--- config.mk ---
export PLATFORM = sky130hd
export DESIGN_NAME = cache_ctrl
export DESIGN_NICKNAME = d
export VERILOG_FILES = /design/src/rtl/cache_pkg.sv /design/src/rtl/sat_counter.sv /design/src/rtl/cache_ctrl.sv
export SDC_FILE = /design/constraint.sdc
export NUM_CORES = 1
export LEC_CHECK = 0
export ABC_AREA = 1
export BUFFER_PORTS_ARGS = -buffer_cell sky130_fd_sc_hd__buf_2
export CORE_MARGIN = 2
export CORE_UTILIZATION = 40
export DETAILED_ROUTE_END_ITERATION = 8
export PLACE_DENSITY = 0.68
export SLEW_MARGIN = 10
export SYNTH_ARGS = -nofsm -noshare
export SYNTH_HDL_FRONTEND = slang
export SYNTH_SLANG_ARGS = --single-unit
--- constraint.sdc ---
create_clock -name clk -period 3 [get_ports clk]
set_clock_uncertainty 0.2 [all_clocks]
set_input_delay 0.15 -clock clk [delete_from_list [all_inputs] [get_ports clk]]
set_output_delay 0.15 -clock clk [all_outputs]
set_load 0.05 [all_outputs]
--- src/rtl/cache_pkg.sv ---
// Shared types and constants for the cache controller slice.
// Latency: n/a (declarations only).
// Backpressure: n/a (declarations only).
package cache_pkg;

  typedef enum logic [1:0] {
    IDLE   = 2'd0,
    REFILL = 2'd1,
    WRITE  = 2'd2
  } cache_state_t;

  // Word-offset width within a line, e.g. 4 words -> 2 bits.
  function automatic int word_off_w(input int words);
    return $clog2(words);
  endfunction

  localparam int CACHE_LINE_WORDS = 4;
  localparam int CACHE_OFF_W      = word_off_w(CACHE_LINE_WORDS);

endpackage

--- src/rtl/sat_counter.sv ---
// Saturating up-counter with synchronous preload, cleared by reset.
// Latency: count updates one clk after inc/load.
// Backpressure: none; holds at all-ones instead of wrapping.
module sat_counter #(
  parameter int WIDTH = 32
) (
  input  logic             clk,
  input  logic             rst_n,
  input  logic             load,
  input  logic [WIDTH-1:0] load_val,
  input  logic             inc,
  output logic [WIDTH-1:0] count
);

  // Preload wins over increment; increment stops at the all-ones value.
  always_ff @(posedge clk or negedge rst_n) begin
    if (!rst_n) begin
      count <= '0;
    end else if (load) begin
      count <= load_val;
    end else if (inc && (count != '1)) begin
      count <= count + 1'b1;
    end
  end

endmodule

--- src/rtl/cache_ctrl.sv ---
// Blocking cache controller: read-miss line refill, write-through no-allocate stores.
// Latency: read hit 0 stall cycles, read miss 1+LINE_WORDS, store 1.
// Backpressure: stall freezes the CPU pipeline; optional counters via CACHE_CTRL_PERF_EN.
module cache_ctrl
  import cache_pkg::*;
#(
  parameter int  ADDR_WIDTH = 32,
  parameter int  DATA_WIDTH = 32,
  parameter int  LINE_WORDS = CACHE_LINE_WORDS,
  localparam int OFF_W      = word_off_w(LINE_WORDS)
) (
  input  logic                  clk,
  input  logic                  rst_n,
  input  logic                  req_valid,
  input  logic                  req_we,
  input  logic [ADDR_WIDTH-1:0] req_addr,
  input  logic [DATA_WIDTH-1:0] req_wdata,
  input  logic                  hit,
  output logic                  stall,
  output logic [ADDR_WIDTH-1:0] mem_addr,
  output logic                  mem_we,
  output logic [DATA_WIDTH-1:0] mem_wdata,
  input  logic [DATA_WIDTH-1:0] mem_rdata,
  output logic                  fill_en,
  output logic [OFF_W-1:0]      fill_idx,
  output logic [DATA_WIDTH-1:0] fill_data,
  output logic                  tag_wr
`ifdef CACHE_CTRL_PERF_EN
  ,
  output logic [31:0]           hit_cnt,
  output logic [31:0]           miss_cnt
`endif
);

  // Clears the word offset and byte bits to get the line base address.
  localparam logic [ADDR_WIDTH-1:0] LINE_MASK = ~ADDR_WIDTH'((1 << (OFF_W + 2)) - 1);
  // Byte lanes are ignored: only whole-word accesses exist.
  localparam logic [ADDR_WIDTH-1:0] WORD_MASK = ~ADDR_WIDTH'(3);

  cache_state_t          state_q;
  cache_state_t          state_d;
  logic [OFF_W-1:0]      cnt_q;
  logic [ADDR_WIDTH-1:0] base_q;
  logic [ADDR_WIDTH-1:0] addr_q;
  logic [DATA_WIDTH-1:0] wdata_q;
  logic                  hit_q;
  logic                  rd_miss;
  logic                  wr_req;
  logic                  last_beat;

  assign rd_miss   = (state_q == IDLE) && req_valid && !req_we && !hit;
  assign wr_req    = (state_q == IDLE) && req_valid && req_we;
  assign last_beat = (cnt_q == OFF_W'(LINE_WORDS - 1));

  // State register.
  always_ff @(posedge clk or negedge rst_n) begin
    if (!rst_n) begin
      state_q <= IDLE;
    end else begin
      state_q <= state_d;
    end
  end

  // Next-state: a refill always runs to its last word regardless of req_valid.
  always_comb begin
    state_d = state_q;
    case (state_q)
      IDLE: begin
        if (rd_miss) begin
          state_d = REFILL;
        end else if (wr_req) begin
          state_d = WRITE;
        end
      end
      REFILL:  if (last_beat) state_d = IDLE;
      WRITE:   state_d = IDLE;
      default: state_d = IDLE;
    endcase
  end

  // Refill beat counter, line base and the captured store request.
  always_ff @(posedge clk or negedge rst_n) begin
    if (!rst_n) begin
      cnt_q   <= '0;
      base_q  <= '0;
      addr_q  <= '0;
      wdata_q <= '0;
      hit_q   <= 1'b0;
    end else begin
      if (rd_miss) begin
        base_q <= req_addr & LINE_MASK;
        cnt_q  <= '0;
      end else if (state_q == REFILL) begin
        cnt_q <= last_beat ? '0 : cnt_q + 1'b1;
      end
      if (wr_req) begin
        addr_q  <= req_addr;
        wdata_q <= req_wdata;
        hit_q   <= hit;
      end
    end
  end

  // Output decode; everything is forced quiet while reset is held.
  always_comb begin
    stall     = 1'b0;
    mem_addr  = req_addr;
    mem_we    = 1'b0;
    mem_wdata = '0;
    fill_en   = 1'b0;
    fill_idx  = '0;
    fill_data = '0;
    tag_wr    = 1'b0;
    if (rst_n) begin
      case (state_q)
        IDLE: stall = rd_miss || wr_req;
        REFILL: begin
          stall     = 1'b1;
          mem_addr  = base_q + ADDR_WIDTH'({cnt_q, 2'b00});
          fill_en   = 1'b1;
          fill_idx  = cnt_q;
          fill_data = mem_rdata;
          tag_wr    = last_beat;
        end
        WRITE: begin
          mem_we    = 1'b1;
          mem_addr  = addr_q & WORD_MASK;
          mem_wdata = wdata_q;
          if (hit_q) begin
            fill_en   = 1'b1;
            fill_idx  = addr_q[OFF_W+1:2];
            fill_data = wdata_q;
          end
        end
        default: ;
      endcase
    end
  end

`ifdef CACHE_CTRL_PERF_EN
  logic rd_hit;
  assign rd_hit = (state_q == IDLE) && req_valid && !req_we && hit;

  sat_counter #(.WIDTH(32)) u_hit_cnt (
    .clk      (clk),
    .rst_n    (rst_n),
    .load     (1'b0),
    .load_val (32'd0),
    .inc      (rd_hit),
    .count    (hit_cnt)
  );

  sat_counter #(.WIDTH(32)) u_miss_cnt (
    .clk      (clk),
    .rst_n    (rst_n),
    .load     (1'b0),
    .load_val (32'd0),
    .inc      (rd_miss),
    .count    (miss_cnt)
  );
`endif

endmodule

==> impl_metrics.tcl <==
set metrics [dict create \
    status "finished clean" \
    layout.nets 1008 \
    dp.cells 1000 \
    ir_drop_mv 0.503 \
    start_kind "flip-flop" \
    finalCriticalPeriod_ns 2.56 \
    first_iter_violations 298 \
    synth-main-ff-cell "dfrtp_1" \
    whs_path_depth 4 \
    critical-path-slowest-cell "dfrtp_1" \
    dpl_cell_area_mm2 0.00621 \
    vias_per_cell 4.74 \
    yosysWarnings 0 \
    synth_top_cell_area_share_pct 46.5 \
    hp-start "req_we" \
    drt-wirelength-per-cell_um 13.4 \
    setup_violations 0 \
    syn_to_final_growth_pct 40.2 \
    clock_sinks 95 \
    syn_nets 767 \
    dp_hpwl_um 9860 \
    slew-limit-headroom_pct 35.6 \
    fin_tns_setup_ns 0 \
    max_freq_ghz 0.390 \
    fin_crit_sh_pct 85.4 \
    synth_cell_types 19 \
    die-width_um 117 \
    grt_max_degree 78 \
    slowest_delay_ns 0.38 \
    synth_edf_count 0 \
    clk_path_buf_depth 2 \
    vias 5129 \
    final_area_mm2 0.00716 \
    grt_pass1_vias 4929 \
    p_leak_nw 3.78 \
    tightestPinTransition_ns 0.966 \
    r2r-start "state_q[0]" \
    postRouteAntennaNets 0 \
    synth_area_leaders "dfrtp_1 47%, nand2_1 11%, a21oi_1 6.8%, inv_1 5.5%, a21oi_2 5.1%" \
    criticalPathCategory "reg -> out" \
    place.gp.congestion 0.812 \
    grt_setup_unrepaired "false" \
    grt-ovfl-total 0 \
    path_cells "inv_1, ha_2, buf_4, nand3_1, a21oi_1, buf_2" \
    cp.required_ns 2.65 \
    cts-resized-gates 0 \
    r2r_cells 8 \
    cts_root_buf "clkbuf_16" \
    ys_seq_elements 95 \
    hold_viol 0 \
    postSynthAreaPerCell_um2 7.72 \
    cp.arrival_ns 2.21 \
    grt_pass1_wl_um 23000 \
    hp-class "in -> reg" \
    core_mm2 0.0126 \
    startpoint "state_q[0]" \
    io_buffers 202 \
    syn_area_mm2 0.00511 \
    drt_pass1_iterations 5 \
    cts_tree "built" \
    antenna_found_initial 1 \
    power_density_mw_per_mm2 1010 \
    cp_max_fo 26 \
    die_area_mm2 0.0137 \
    drc 0 \
    yosys.area.top_type "dfrtp_1" \
    pin_count 203 \
    fillers 1182 \
    async_flop_share_pct 100 \
    die_h_um 117 \
    initial_utilization_pct 40.6 \
    synthCells 662 \
    rows 41 \
    grt.total_usage_pct 21.3 \
    routed_wl_um 14500 \
    cap_viol_max_count 0 \
    numCtsBuffers 9 \
    final_max_slew_viol_count 0 \
    drive_gt1_share_pct 29.5 \
    htreeDepth 3 \
    final_cells 1081 \
    ys_seq_area_share_pct 46.5 \
    insertion_delay_ns 0.33 \
    crit_path_end_kind "output pin" \
    cts.clk_slew.worst_paths_ns 0.07 \
]
-- per-stage QoR --
stage | power, mW | hold WS, ns | util (%) | worst slack, ns
global route | 7.72 | 0.0419 | 57.0 | 0.244
finish | 7.21 | 0.0143 | 57.0 | 0.439
global placement | 5.95 | -0.132 | 49.4 | 0.807
detailed placement | 6.01 | -0.129 | 49.4 | 0.782
CTS | 7.25 | 0.0102 | 57.0 | 0.406
floorplan | 5.11 | -0.346 | - | 0.624
-- power breakdown --
| part | internal (mW) | leakage (nW) | switching (mW) |
|---|---|---|---|
| sequential | 1.88 | 1.13 | 0.327 |
| combinational | 1.06 | 2.51 | 2.78 |
| clock | 0.672 | 0.145 | 0.491 |
| total | 3.61 | 3.78 | 3.60 |
-- cells in the mapped netlist (7+ instances only) --
master,count
a21oi_1,69
a21oi_2,30
a22oi_1,27
buf_2,25
buf_6,7
clkbuf_1,13
dfrtp_1,95
inv_1,75
nand2_1,144
nand3_1,34
nor2_1,70
o21ai_0,38
o21ai_1,23
-- per-layer routing --
| layer | global-route usage [%] | wire (µm) |
|---|---|---|
| met5 | 0 | 0 |
| met4 | 7.22 | 309 |
| met3 | 2.94 | 718 |
| met2 | 38.5 | 7020 |
| met1 | 26.2 | 6480 |
-- layout by cell type, fill, tap and decap left out --
cell type / count
o21ai_0: 38
clkbuf_8: 1
buf_4: 11
bufinv_16: 1
clkinv_2: 1
a21oi_2: 30
clkinv_4: 1
nand2_4: 1
nor2_1: 70
dfrtp_1: 95
nand3_1: 34
inv_2: 1
o21a_1: 1
clkinvlp_4: 2
ha_1: 2
a22oi_1: 27
nand2_1: 142
diode_2: 1
o21ai_1: 23
buf_2: 201
clkbuf_16: 9
ha_2: 2
dlygate4sd3_1: 64
inv_6: 1
a21oi_1: 69
buf_12: 4
nand2_2: 2
inv_1: 75
-- path summary, 6_finish.rpt --
kind	endpoint	slack (ns)
hold reg to reg	base_q[6]	0.29
setup / recovery	fill_data[10]	0.44
min in group asynchronous	addr_q[13]	0.08
max in group asynchronous	wdata_q[24]	1.24
hold / removal	state_q[0]	0.01
setup reg to reg	base_q[23]	0.93
-- flip-flops by register name, indices dropped and copies added (netlist names) --
register	flops
wdata_q	32
addr_q	30
base_q	28
cnt_q	2
state_q	2
hit_q	1
-- worst max-delay path, delay by kind of cell, from the launching register on --
family | cells | cell delay [ns]
compound gates | 1 | 0.21
simple gates | 1 | 0.13
buf+inv | 3 | 0.77
flops | 1 | 0.38
fa+ha+maj | 1 | 0.38
-- logic make-up after synthesis --
logic type               share of synthesized area, %
flip-flops                                       46.5
adder cells (fa/ha/maj)                         0.980
AO/OA/AOI/OAI                                    22.0
buffers and inverters                            11.2
AND/OR/NAND/NOR                                  19.3
-- final cells by class --
cell class                 instances  area [µm²]  area share (%)
antenna                            1        2.50          0.0349
clock buffer                      10         239            3.34
clock inverter                     6        67.6           0.943
inverter                          76         285            3.98
multi-input combinational        441        2170            30.3
sequential                        95        2380            33.2
tap                              172         215            3.00
timing repair buffer             280        1810            25.3
-- what timing repair did --
action                                  4_1_cts  5_1_grt
endpoints found under the hold margin       111        0
hold buffers                                 64        0
buffers inserted                              0        0
endpoints found under the setup margin        0        0
No activity file was read; power rests on OpenSTA's default activity.
